File: src/rtl/intr_ctrl.sv
// Vectored interrupt controller: synchronises and edge-detects irq lines, masks and
// prioritises them (index 0 highest) and hands one request plus vector to the CPU.
module intr_ctrl #(
  parameter int unsigned       N_IRQ      = 4,
  parameter int unsigned       VEC_W      = 10,
  parameter logic [VEC_W-1:0]  VEC_BASE   = 10'h3C0,
  parameter int unsigned       VEC_STRIDE = 4
) (
  input  logic             clk,
  input  logic             reset,
  input  logic [N_IRQ-1:0] irq,
  input  logic             mask_we,
  input  logic [N_IRQ-1:0] mask_in,
  input  logic             gie_set,
  input  logic             gie_clr,
  input  logic             int_ack,
  input  logic             int_ret,
  output logic             int_req,
  output logic [VEC_W-1:0] int_vec,
  output logic [N_IRQ-1:0] pending,
  output logic [N_IRQ-1:0] in_serv,
  output logic [N_IRQ-1:0] mask,
  output logic             gie,
  output logic             ret_err
);

  localparam int unsigned IDX_W = (N_IRQ > 1) ? $clog2(N_IRQ) : 1;

  typedef enum logic [1:0] {StIdle, StReq, StHold} state_e;

  state_e             state_q, state_d;
  logic [IDX_W-1:0]   idx_q, idx_d;
  logic [VEC_W-1:0]   vec_q, vec_d;
  logic [N_IRQ-1:0]   irq_s1_q, irq_s2_q, irq_prev_q;
  logic [N_IRQ-1:0]   pending_q, pending_d;
  logic [N_IRQ-1:0]   in_serv_q, in_serv_d;
  logic [N_IRQ-1:0]   mask_q, mask_d;
  logic               gie_q, gie_d;
  logic               ret_err_q, ret_err_d;

  logic [N_IRQ-1:0]   edge_det;
  logic [N_IRQ-1:0]   eligible;
  logic [N_IRQ-1:0]   ack_sel;
  logic [N_IRQ-1:0]   ack_bits;
  logic [N_IRQ-1:0]   ret_lowest;
  logic [IDX_W-1:0]   win;
  logic               win_valid;
  logic               blocked;
  logic               ack_fire;

  function automatic logic [VEC_W-1:0] vec_of(input logic [IDX_W-1:0] idx);
    return VEC_W'(32'(VEC_BASE) + 32'(idx) * VEC_STRIDE);
  endfunction

  assign edge_det   = irq_s2_q & ~irq_prev_q;
  assign eligible   = pending_q & mask_q;
  assign ack_sel    = N_IRQ'(1) << idx_q;
  // Isolates the lowest set bit: the most recently nested (highest priority) service.
  assign ret_lowest = in_serv_q & (~in_serv_q + N_IRQ'(1));

  assign mask_d = mask_we ? mask_in : mask_q;
  assign gie_d  = gie_clr ? 1'b0 : (gie_set ? 1'b1 : gie_q);

  always_comb begin
    win_valid = 1'b0;
    win       = '0;
    for (int i = N_IRQ - 1; i >= 0; i--) begin
      if (eligible[i]) begin
        win_valid = 1'b1;
        win       = IDX_W'(i);
      end
    end
  end

  // A channel may nest only above everything already in service.
  always_comb begin
    blocked = 1'b0;
    for (int i = 0; i < N_IRQ; i++) begin
      if (in_serv_q[i] && (i <= int'(win))) blocked = 1'b1;
    end
  end

  always_comb begin
    state_d  = state_q;
    idx_d    = idx_q;
    vec_d    = vec_q;
    ack_fire = 1'b0;
    unique case (state_q)
      StIdle: begin
        if (gie_q && win_valid && !blocked) begin
          state_d = StReq;
          idx_d   = win;
          vec_d   = vec_of(win);
        end
      end
      StReq: begin
        if (int_ack) begin
          ack_fire = 1'b1;
          state_d  = StHold;
        end else if (!gie_d || ((mask_d & ack_sel) == '0)) begin
          state_d = StIdle;
        end
      end
      StHold:  state_d = StIdle;
      default: state_d = StIdle;
    endcase
  end

  assign ack_bits  = ack_fire ? ack_sel : '0;
  assign pending_d = (pending_q & ~ack_bits) | edge_det;
  assign in_serv_d = (in_serv_q & ~(int_ret ? ret_lowest : '0)) | ack_bits;
  assign ret_err_d = ret_err_q | (int_ret & ~|in_serv_q);

  always_ff @(posedge clk) begin
    if (reset) begin
      state_q    <= StIdle;
      idx_q      <= '0;
      vec_q      <= '0;
      irq_s1_q   <= '0;
      irq_s2_q   <= '0;
      irq_prev_q <= '0;
      pending_q  <= '0;
      in_serv_q  <= '0;
      mask_q     <= '0;
      gie_q      <= 1'b0;
      ret_err_q  <= 1'b0;
    end else begin
      state_q    <= state_d;
      idx_q      <= idx_d;
      vec_q      <= vec_d;
      irq_s1_q   <= irq;
      irq_s2_q   <= irq_s1_q;
      irq_prev_q <= irq_s2_q;
      pending_q  <= pending_d;
      in_serv_q  <= in_serv_d;
      mask_q     <= mask_d;
      gie_q      <= gie_d;
      ret_err_q  <= ret_err_d;
    end
  end

  assign int_req = (state_q == StReq);
  assign int_vec = vec_q;
  assign pending = pending_q;
  assign in_serv = in_serv_q;
  assign mask    = mask_q;
  assign gie     = gie_q;
  assign ret_err = ret_err_q;

endmodule

File: config.mk
export PLATFORM = sky130hd
export DESIGN_NAME = intr_ctrl
export DESIGN_NICKNAME = d
export VERILOG_FILES = /design/src/rtl/intr_ctrl.sv
export SDC_FILE = /design/constraint.sdc
export NUM_CORES = 1
export LEC_CHECK = 0
export BUFFER_PORTS_ARGS = -buffer_cell sky130_fd_sc_hd__buf_2
export CAP_MARGIN = 30
export CELL_PAD_IN_SITES_DETAIL_PLACEMENT = 2
export CELL_PAD_IN_SITES_GLOBAL_PLACEMENT = 2
export CORE_MARGIN = 3
export CORE_UTILIZATION = 26
export CTS_CLUSTER_SIZE = 30
export DETAILED_ROUTE_END_ITERATION = 16
export PLACE_DENSITY_LB_ADDON = 0.05
export SLEW_MARGIN = 30
export SYNTH_ARGS = -nofsm -noshare
export SYNTH_HDL_FRONTEND = slang
export SYNTH_SLANG_ARGS = --single-unit
File: constraint.sdc
create_clock -name clk -period 1.9 [get_ports clk]
set_clock_uncertainty 0.15 [all_clocks]
set_input_delay 0.285 -clock clk [delete_from_list [all_inputs] [get_ports clk]]
set_output_delay 0.285 -clock clk [all_outputs]
set_load 0.1 [all_outputs]
# ---- Yosys cells after proc, flatten, opt, wreduce, memory -nomap -nowiden
# Index checks and enable logic that the tools add are counted.
dict set report op_classes {
  addsub 2
  n_mul 0
  n_div 0
  magnitude_cmp 3
  eq_ne 3
  shift 1
  muxes 23
  bitwise_logic 14
  reduce_logical 14
}
# op count
set op_table {}
lappend op_table {{$and 4x4->4} 6}
lappend op_table {{$not 4->4} 4}
lappend op_table {{$mux 2} 7}
lappend op_table {{$mux 1} 12}
lappend op_table {{$mux 4} 3}
lappend op_table {{$add 10x4->10 const A} 1}
lappend op_table {{$or 4x4->4} 2}
lappend op_table {{$logic_and 1x1->1} 5}
lappend op_table {{$add 4x1->4 const B} 1}
lappend op_table {{$le 2x2->1 const A} 2}
lappend op_table {{$logic_not 4->1} 1}
lappend op_table {{$pmux 2 s2} 1}
lappend op_table {{$reduce_and 2->1} 2}
lappend op_table {{$reduce_or 4->1} 1}
lappend op_table {{$shl 1x2->4 const A} 1}
lappend op_table {{$logic_not 1->1} 3}
lappend op_table {{$ne 3x2->1 const B} 1}
lappend op_table {{$eq 2x1->1 const B} 1}
lappend op_table {{$le 1x2->1 const A} 1}
lappend op_table {{$logic_not 2->1} 1}
lappend op_table {{$ne 2x2->1 const B} 1}
lappend op_table {{$and 1x1->1} 1}
lappend op_table {{$logic_or 1x1->1} 1}
lappend op_table {{$or 1x1->1} 1}
dict set report word_totals {
  reg_bits 40
  latchBits 0
  mem_bits_rw 0
  mem_bits_ro 0
  input_bits 15
  wordCells 71
  memories 0
}

# ---- Logic depth before layout (Yosys ltp)
# Gate-level depths: netlist (run 1).
dict set report depth {
  word_depth 14
  depth_mapped 5
  ltp_nobuf 4
}

# ---- Worst setup path after synthesis (run 1)
# No wires, ideal clock.
dict set report synth_path {
  path_kind {register -> register}
  startpoint {register state_q[0]}
  endpoint {register state_q[0]}
  arrival_ps 2430
  t_required_ps 1683
  path_slack_ps -747
  path_stages_with_launch 4
  cell_sequence {dfxtp_1 > nor2b_1 > or4b_4 > a21oi_2}
}
dict set report synth_via {
  elab_chain_len 3
}
# item line_no
set synth_rtl {}
lappend synth_rtl {{start, declared} 31} ;# state_e state_q, state_d;
lappend synth_rtl {{start signal, assigned} 116} ;# state_q <= StIdle;
lappend synth_rtl {{start signal, assigned} 128} ;# state_q <= state_d;
lappend synth_rtl {{$eq 2x1->1 (*)} -}
lappend synth_rtl {{named net int_req} 18} ;# output logic int_req,
lappend synth_rtl {{$ne 3x2->1 (no line)} -}
lappend synth_rtl {{$reduce_and 2->1 (no line)} -}
# Mark *: on every way through the listed nets, which the timed path passes. The rest lies on a longest branch.
# A chain may end at the register's enable or synchronous reset.

# ---- Worst setup path in the final report (run 1)
dict set report layout_path {
  startpoint {register mask_q[1] (netlist: mask[1])}
  endpoint {register state_q[0]}
}
dict set report layout_via {
  elab_chain_len 12
}
# item line_no
set layout_rtl {}
lappend layout_rtl {{start, declared} 37} ;# logic [N_IRQ-1:0] mask_q, mask_d;
lappend layout_rtl {{start signal, assigned} 136} ;# mask_q <= mask_d;
lappend layout_rtl {{$and 4x4->4} 56} ;# assign eligible = pending_q & mask_q;
lappend layout_rtl {{$mux 2 (2 in series)} 68} ;# if (eligible[i]) begin
lappend layout_rtl {{$le 1x2->1} 79} ;# if (in_serv_q[i] && (i <= int'(win))) blocked = 1'b1;
lappend layout_rtl {{$logic_and 1x1->1} 79}
lappend layout_rtl {{$mux 1 (3 in series)} 79}
lappend layout_rtl {{$logic_not 1->1} 90} ;# if (gie_q && win_valid && !blocked) begin
lappend layout_rtl {{$logic_and 1x1->1} 90}
lappend layout_rtl {{$ne 2x2->1 (no line)} -}
lappend layout_rtl {{$reduce_and 2->1 (no line) (*)} -}
# Mark *: on every way between the ends. The rest lies on a longest branch, timed or not.

==> out/metrics.cfg, run 1 <==
[outcome]
status=finished, final reports clean

[cells_and_area]
area_delta_synth_final_pct=26.6
post-route-util=0.359
nNetsFinal=171
drive_above_1_share=0.410
num_antenna_cells=0

[detailed_routing]
drt-total-wl_mm=3.09
wl_per_cell_um=15.0
drtIter0Drc=22
drc=0
post_drt_via_cell_ratio=4.75
vias=979
drt_pass1_iterations=4
antenna_left=0

[logic_synthesis]
yosysWarnings=0
postSynth.asyncResetShare=0
netlist_top_cells_area=dfxtp_1, nor2b_1, buf_4
ys.flop_type=dfxtp_1
synth_top_area_frac=0.522
yosysSeqAreaShare=0.522
synth_cell_types=31
yosysTopAreaCell=dfxtp_1
syn_area_mm2=0.00119
yosys_register_bits=31
synth_edf_count=0
synthCells=120
avgSynthCellArea_um2=9.92

[clocking]
postCtsSetupRepairBufs=0
clock_path_buffers=2
postCtsHoldBufs=0
path_clk_slew_ps=60
cts_tree=yes
htreeDepth=2
ctsResizeCount=0
clk_latency_ps=270
cts_buffers=5
cts_root_buffer=clkbuf_8
cts_sinks=31

[die]
core-area_mm2=0.00420
io_pins=40
die_h_um=73.7
rows=23
die-area_mm2=0.00542
start_util=0.283
die_x_um=73.7

[critical_path]
cp.required_ps=1960
crit_type=reg2reg
crit_path_end_kind=register
critPathArrivalTime_ps=1870
critical_path.max_fanout=5
start_kind=register

[placed_design]
port_buffers=35
gp_congestion=0.720
hpwl_mm=2.42

[global_route]
grt_max_degree=23
globalRouteTotalUtil=0.125
grt_pass1_wl_mm=5.04
antenna_found_initial=0
grt_overflow=0
grt_pass1_vias=1023

[sta]
rsz0062_at_grt=false
clock.fmax_mhz=552
report.final.slew_viol_count=0
finalCriticalPeriod_ps=1810
fin_crit_sh=0.953
setup_viol=0
finalHoldViolations=0

[power]
peakVddDrop_uv=410
powerDensity_mw_per_mm2=943
cellLeakagePower_nw=0.667
power_w=0.00142

[worst_hold_path]
hold_path_class=in2reg

[run]
cap_violations=0

## synth_stat cells (2+ instances only)
library cell and count:
dfxtp_1 31, nor2b_1 15, nor2_1 14, a21oi_1 9, buf_4 7, nand2b_1 6, mux2i_1 5, nand2_1 4
inv_1 3, a211oi_1 2, clkbuf_1 2, nand3_1 2, nor3_1 2
## placed cells by master, fill, tap and decap left out
master	Yosys	routed
a311o_1	1	1
nor2b_1	15	14
a31o_2	1	1
nand2_1	4	4
or4b_4	1	1
a222oi_1	1	1
mux4_2	1	1
clkinv_2	0	1
mux2i_1	5	5
clkbuf_8	0	6
nand2b_1	6	6
a21oi_2	1	1
nand3b_1	1	1
dfxtp_4	0	6
nor2b_4	0	1
conb_1	1	4
or4b_2	1	1
and3b_1	1	1
buf_2	0	35
o21bai_1	1	1
a32o_1	1	1
inv_1	3	3
or4b_1	1	1
nand3_1	2	2
nor3_1	2	2
a22o_1	1	1
buf_4	7	2
dfxtp_2	0	8
nor2_1	14	14
o21ai_0	1	1
dfxtp_1	31	17
a211oi_1	2	2
nand4b_1	1	1
a21oi_1	9	9
## flip-flops by register name (all words and copies together), names as in the netlist
signal and cells:
gie 1, idx_q 1, in_serv 4, int_vec 2, irq_prev_q 4, irq_s1_q 4, irq_s2_q 4, mask 4
pending 4, ret_err 1, state_q 2
## path summary, 6_finish.rpt
| check | end | slack [ps] | from | cells past startpoint |
|---|---|---|---|---|
| max | state_q[0] | 90 | mask[1] | 4 |
| min | irq_s1_q[0] | 70 | irq[0] | 2 |
| max reg2reg | state_q[0] | 90 | mask[1] | 4 |
| min reg2reg | irq_s2_q[1] | 290 | irq_s1_q[1] | 1 |
## cell type report
| class | instances | area [um2] |
|---|---|---|
| Clock inverter | 1 | 5.00 |
| Multi-Input combinational cell | 78 | 502 |
| Fill cell | 487 | 2700 |
| Inverter | 3 | 11.3 |
| Clock buffer | 6 | 82.6 |
| Timing Repair Buffer | 37 | 190 |
| Sequential cell | 31 | 653 |
| Tap cell | 50 | 62.6 |
## through the flow
stage          TNS (ps)  hold slack [ps]  setup slack (ps)  area [um2]  instances
4_1_cts               0             62.6              75.4        1510        206
2_1_floorplan     -79.2              263             -79.2        1240        123
3_3_place_gp      -7.64              273             -7.64        1420        199
6_report              0             72.6              88.5        1510        206
3_5_place_dp      -49.5              278             -49.5        1420        199
5_1_grt               0             65.7              4.94        1510        206
## worst max-delay path, cell delays in order, from the launching register on
cell     delay (ps)
dfxtp_4         370
mux2i_1         100
mux4_2          470
or4b_4          530
a21oi_2         130
## power by group
| part | internal (W) | switching [W] | total [W] |
|---|---|---|---|
| sequential | 0.000670 | 0.0000166 | 0.000687 |
| combinational | 0.0000457 | 0.000175 | 0.000221 |
| clock | 0.000284 | 0.000230 | 0.000514 |
| total | 0.00100 | 0.000422 | 0.00142 |
## per-layer routing
| metal | global-route usage | wire length [um] | up-vias |
|---|---|---|---|
| li1 | - | - | 468 |
| met1 | 0.142 | 1300 | 483 |
| met2 | 0.212 | 1600 | 26 |
| met3 | 0.0438 | 183 | 2 |
| met4 | 0.0483 | 13 | 0 |
| met5 | 0 | 0 | - |
## cell families after synthesis
group	synth area share
and+or+nand+nor	0.233
DFF	0.522
AOI/OAI and AO/OA	0.108
buffers and inverters	0.0726
muxes	0.0610
other	0.00315
Power figures use the tool's default switching activity.
==> run 2: changes to the inputs <==
--- a/config.mk
+++ b/config.mk
@@ -10,10 +10,11 @@
 export CELL_PAD_IN_SITES_DETAIL_PLACEMENT = 2
 export CELL_PAD_IN_SITES_GLOBAL_PLACEMENT = 2
 export CORE_MARGIN = 3
-export CORE_UTILIZATION = 26
+export CORE_UTILIZATION = 29
 export CTS_CLUSTER_SIZE = 30
 export DETAILED_ROUTE_END_ITERATION = 16
 export PLACE_DENSITY_LB_ADDON = 0.05
+export SKIP_LAST_GASP = 1
 export SLEW_MARGIN = 30
 export SYNTH_ARGS = -nofsm -noshare
 export SYNTH_HDL_FRONTEND = slang
==> constraint.sdc (replaced) <==
create_clock -name clk -period 1.8 [get_ports clk]
set_clock_uncertainty 0.15 [all_clocks]
set_input_delay 0.27 -clock clk [delete_from_list [all_inputs] [get_ports clk]]
set_output_delay 0.27 -clock clk [all_outputs]
set_load 0.1 [all_outputs]
==> run 2 against run 1 <==
Against the previous run: worst setup slack worse by 80 ps; final area up 6.9%; utilization rose by 6.5 points; non-clock buffer count rose by 10; combinational power grew 13%; global-route usage up 0.78 points; register-to-register slack worse by 80 ps; routed wire length fell by 0.87%; sequential power rose by 4.5%; sequential share of layout area fell by 2.0 points; critical path type unchanged; largest power group unchanged.
==> out/metrics.cfg, run 2 (synthesis results as in run 1) <==
[placed_design]
gp_congestion=0.720
dp_cells=203
dp_slack_ps=-142
port_buffers=35
hpwl_mm=2.33

[outcome]
status=finished, final reports clean

[worst_hold_path]
hold_depth=2
min_to=irq_s1_q[1]
hold_path_class=in2reg
min-delay-start=irq[1]

[detailed_routing]
antenna_left=0
drc=0
drtIter0Drc=34
vias=1008
wl_per_cell_um=14.3
drt_pass1_iterations=6
drt-total-wl_mm=3.07
post_drt_via_cell_ratio=4.69

[global_route]
grt_max_degree=23
grt_pass1_vias=1059
grt_overflow=0
antenna_found_initial=0
grt_pass1_wl_mm=5.12
globalRouteTotalUtil=0.132

[cells_and_area]
nNetsFinal=181
area_delta_synth_final_pct=35.3
nFillCells=428
mostFrequentLayoutCell=buf_2
post-route-util=0.424
stdcell_count=215
drive_above_1_share=0.473
num_antenna_cells=0
final_cell_mix=buf_2, dfxtp_1, nor2b_1, nor2_1, buf_4

[die]
die_x_um=70.1
rows=22
io_pins=40
die-area_mm2=0.00491
start_util=0.313
die_h_um=70.1
core-area_mm2=0.00380

[clocking]
clk_latency_ps=280
cts_root_buffer=clkbuf_8
postCtsHoldBufs=0
cts_tree=yes
cts_sinks=31
htreeDepth=2
clock_path_buffers=2
path_clk_slew_ps=60
cts_buffers=5

[sta]
report.final.slew_viol_count=0
clock.fmax_mhz=558
finalHoldViolations=0
postLayoutSetupSlackWorst_ps=8.02
rsz0062_at_grt=true
fin_crit_sh=0.996
setup_viol=0
finalCriticalPeriod_ps=1790

[critical_path]
cp.required_ps=1860
start_kind=register
r2r-end=state_q[0]
critical_path.max_fanout=4
worst_r2r_path_depth=4
r2r_start=mask[3]
r2r_slack_ps=8
crit_type=reg2reg
critPathArrivalTime_ps=1860
crit_path_end_kind=register

[power]
cellLeakagePower_nw=0.718
peakVddDrop_uv=443
powerDensity_mw_per_mm2=937
power_w=0.00151

[run]
cap_violations=0

## run 2: changes by cell type in the layout (fill, tap and decap cells not counted), sizes merged
cell / previous run / this run
buf: 37 / 47
clkbuf: 6 / 7
## run 2: final cells by class
cell class | instances | area, um2 | area share
clock inverters | 1 | 3.75 | 0.00233
flip-flops and latches | 31 | 666 | 0.413
well taps | 48 | 60.1 | 0.0373
clock buffers | 7 | 86.3 | 0.0536
inverters | 3 | 11.3 | 0.00699
repair buffers | 47 | 265 | 0.165
multi-input cells | 78 | 518 | 0.322
## run 2: layer usage
metal / vias up / global-route usage / share of wire
met4: 0 / 0.0574 / 0.014
met3: 5 / 0.0374 / 0.056
met2: 29 / 0.241 / 0.52
met1: 486 / 0.141 / 0.41
met5: - / 0 / 0
li1: 488 / - / -
## run 2: power by group
| part | total [W] | leakage (nW) | switching (W) | internal, W |
|---|---|---|---|---|
| Clock | 0.000543 | 0.0459 | 0.000238 | 0.000306 |
| Combinational | 0.000249 | 0.408 | 0.000190 | 0.0000589 |
| Sequential | 0.000718 | 0.264 | 0.0000143 | 0.000703 |
## run 2: timing repair
item | 4_1_cts | 5_1_grt
endpoints found under the setup margin | 2 | 3
pin swaps | 3 | 4
buffers inserted | 3 | 1
resized for setup | 3 | 1
## run 2: worst max-delay path, stage by stage, from the launching register on
cell,delay (ps)
dfxtp_4,360
mux2i_2,70
mux4_2,490
or4b_4,530
a21oi_2,140
## run 2: per-stage QoR
| step | cell area, um2 | hold WS (ps) | setup TNS (ps) |
|---|---|---|---|
| finish | 1610 | 52.7 | 0 |
| global route | 1610 | 64.0 | -57.9 |
| CTS | 1600 | 45.5 | -7.92 |
| detailed placement | 1470 | 284 | -142 |
| global placement | 1470 | 269 | -84.6 |
| floorplan | 1250 | 248 | -179 |
## run 2: how the worst max path moves through the flow
| stage | startpoint | to | slack, ps | cells past startpoint |
|---|---|---|---|---|
| global route | mask[3] | state_q[0] | -40 | 4 |
| global placement | mask_we | state_q[0] | -80 | 5 |
| CTS | mask[2] | state_q[0] | -8 | 4 |
| detailed placement | mask_we | state_q[0] | -140 | 5 |
| floorplan | mask[3] | state_q[0] | -180 | 4 |
| finish | mask[3] | state_q[0] | 8 | 4 |
==> run 3: changes to the inputs <==
--- a/config.mk
+++ b/config.mk
@@ -13,7 +13,7 @@
 export CORE_UTILIZATION = 29
 export CTS_CLUSTER_SIZE = 30
 export DETAILED_ROUTE_END_ITERATION = 16
-export PLACE_DENSITY_LB_ADDON = 0.05
+export PLACE_DENSITY_LB_ADDON = 0.1
 export SKIP_LAST_GASP = 1
 export SLEW_MARGIN = 30
 export SYNTH_ARGS = -nofsm -noshare
==> run 3 against run 2 <==
Against the previous run: hold slack got worse by 3.9 ps; worst setup slack improved by 5.1 ps; die area stayed put; sequential share of layout area up 0.55 points; critical path depth unchanged; sequential power about the same; largest power group unchanged; highest routed layer unchanged.
==> out/metrics.cfg, run 3 (synthesis results as in run 1) <==
[outcome]
status=finished, final reports clean

[sta]
report.final.slew_viol_count=0
setup_viol=0
finalCriticalPeriod_ps=1790
rsz0062_at_grt=true
fin_crit_sh=0.993
finalHoldViolations=0
clock.fmax_mhz=560

[detailed_routing]
wl_per_cell_um=13.4
drt_pass1_iterations=4
drtIter0Drc=26
drc=0
post_drt_via_cell_ratio=4.69
vias=998
antenna_left=0
drt-total-wl_mm=2.86

[critical_path]
critPathMaxStageDelay_ps=550
worst_r2r_path_depth=4
critical_path.max_fanout=4
worstPathCellList=mux2i_1 > mux4_2 > or4b_4 > a21oi_2
critPathArrivalTime_ps=1850
cp.required_ps=1870
path_delay_family=simple AND/OR/NAND/NOR gates
r2r-end=state_q[0]
crit_path_end_kind=register
start_kind=register
critPathSlowestCell=or4b_4
r2r_slack_ps=10
crit_cells=4
path_buf_inv=0
r2r_start=mask[2]
crit_type=reg2reg

[worst_hold_path]
hold_path_class=in2reg
min-delay-start=irq[1]
min_to=irq_s1_q[1]
hold_depth=2

[power]
power_w=0.00152
cellLeakagePower_nw=0.713
peakVddDrop_uv=457
powerDensity_mw_per_mm2=956

[die]
core-area_mm2=0.00380
die-area_mm2=0.00491
die_h_um=70.1
start_util=0.313
io_pins=40
rows=22
die_x_um=70.1

[cells_and_area]
final_cell_mix=buf_2, dfxtp_1, nor2b_1, nor2_1
num_antenna_cells=0
nFillCells=438
post-route-util=0.418
drive_above_1_share=0.461
multiInputGateArea_um2=510
stdcell_count=213
mostFrequentLayoutCell=buf_2
area_delta_synth_final_pct=33.5
nNetsFinal=179
seqCellArea_um2=666

[placed_design]
hpwl_mm=2.22
gp_congestion=0.692
dp_cells=202
port_buffers=35

[global_route]
grt_pass1_vias=1058
grt_max_degree=25
grt_overflow=0
globalRouteTotalUtil=0.130
antenna_found_initial=0
grt_pass1_wl_mm=4.99

[clocking]
clock_path_buffers=2
htreeDepth=2
clk_latency_ps=280
cts_root_buffer=clkbuf_8
path_clk_slew_ps=70
cts_buffers=5
cts_tree=yes
cts_sinks=31

[run]
cap_violations=0

-- run 3: changes by cell type in the layout (fill, tap and decap cells not counted) --
cell,change
buf_4,-2
mux2i_1,+2
mux2i_2,-2
clkinv_1,-1
clkinv_2,+1
-- run 3: worst max path at each step --
stage               start         end  slack, ps
2_1_floorplan     mask[3]  state_q[0]       -180
3_3_place_gp      mask_we  state_q[0]        -80
3_5_place_dp      mask_we  state_q[0]       -110
4_1_cts           mask[2]  state_q[0]       0.09
5_1_grt        pending[3]  state_q[0]        -50
6_report          mask[2]  state_q[0]         10
-- run 3: timing repair --
item                                    CTS  global route
endpoints found under the setup margin    1             3
gates cloned                              0             0
resized for setup                         0             2
pin swaps                                 2             1
hold buffers                              0             0
buffers inserted                          2             1
endpoints found under the hold margin     0             0
-- run 3: final cells by class --
| cell class | count | area share |
|---|---|---|
| well taps | 48 | 0.0378 |
| clock buffers | 7 | 0.0543 |
| multi-input cells | 78 | 0.321 |
| flip-flops and latches | 31 | 0.419 |
| clock inverters | 1 | 0.00315 |
| inverters | 3 | 0.00709 |
| repair buffers | 45 | 0.157 |
-- run 3: through the flow --
stage          worst slack [ps]  TNS (ps)  hold WS (ps)  instance area (um2)
2_1_floorplan              -179      -179           248                 1250
3_3_place_gp              -83.1     -83.1           269                 1470
3_5_place_dp               -114      -114           282                 1470
4_1_cts                  0.0917         0          42.0                 1570
5_1_grt                   -51.2      -116          69.0                 1590
6_report                   13.1         0          48.9                 1590
-- run 3: per-layer routing --
metal  track usage  routed length [um]  up-vias  part of all wire
met2         0.222                1440       30              0.50
met5             0                   0        -                 0
li1              -                   -      491                 -
met3        0.0475                 195        6             0.068
met1         0.144                1170      471              0.41
met4        0.0574                  52        0             0.018
-- run 3: where the power goes --
part / internal, W / switching, W / leakage, nW
Clock: 0.000308 / 0.000248 / 0.0482
Combinational: 0.0000595 / 0.000187 / 0.401
Sequential: 0.000703 / 0.0000137 / 0.264
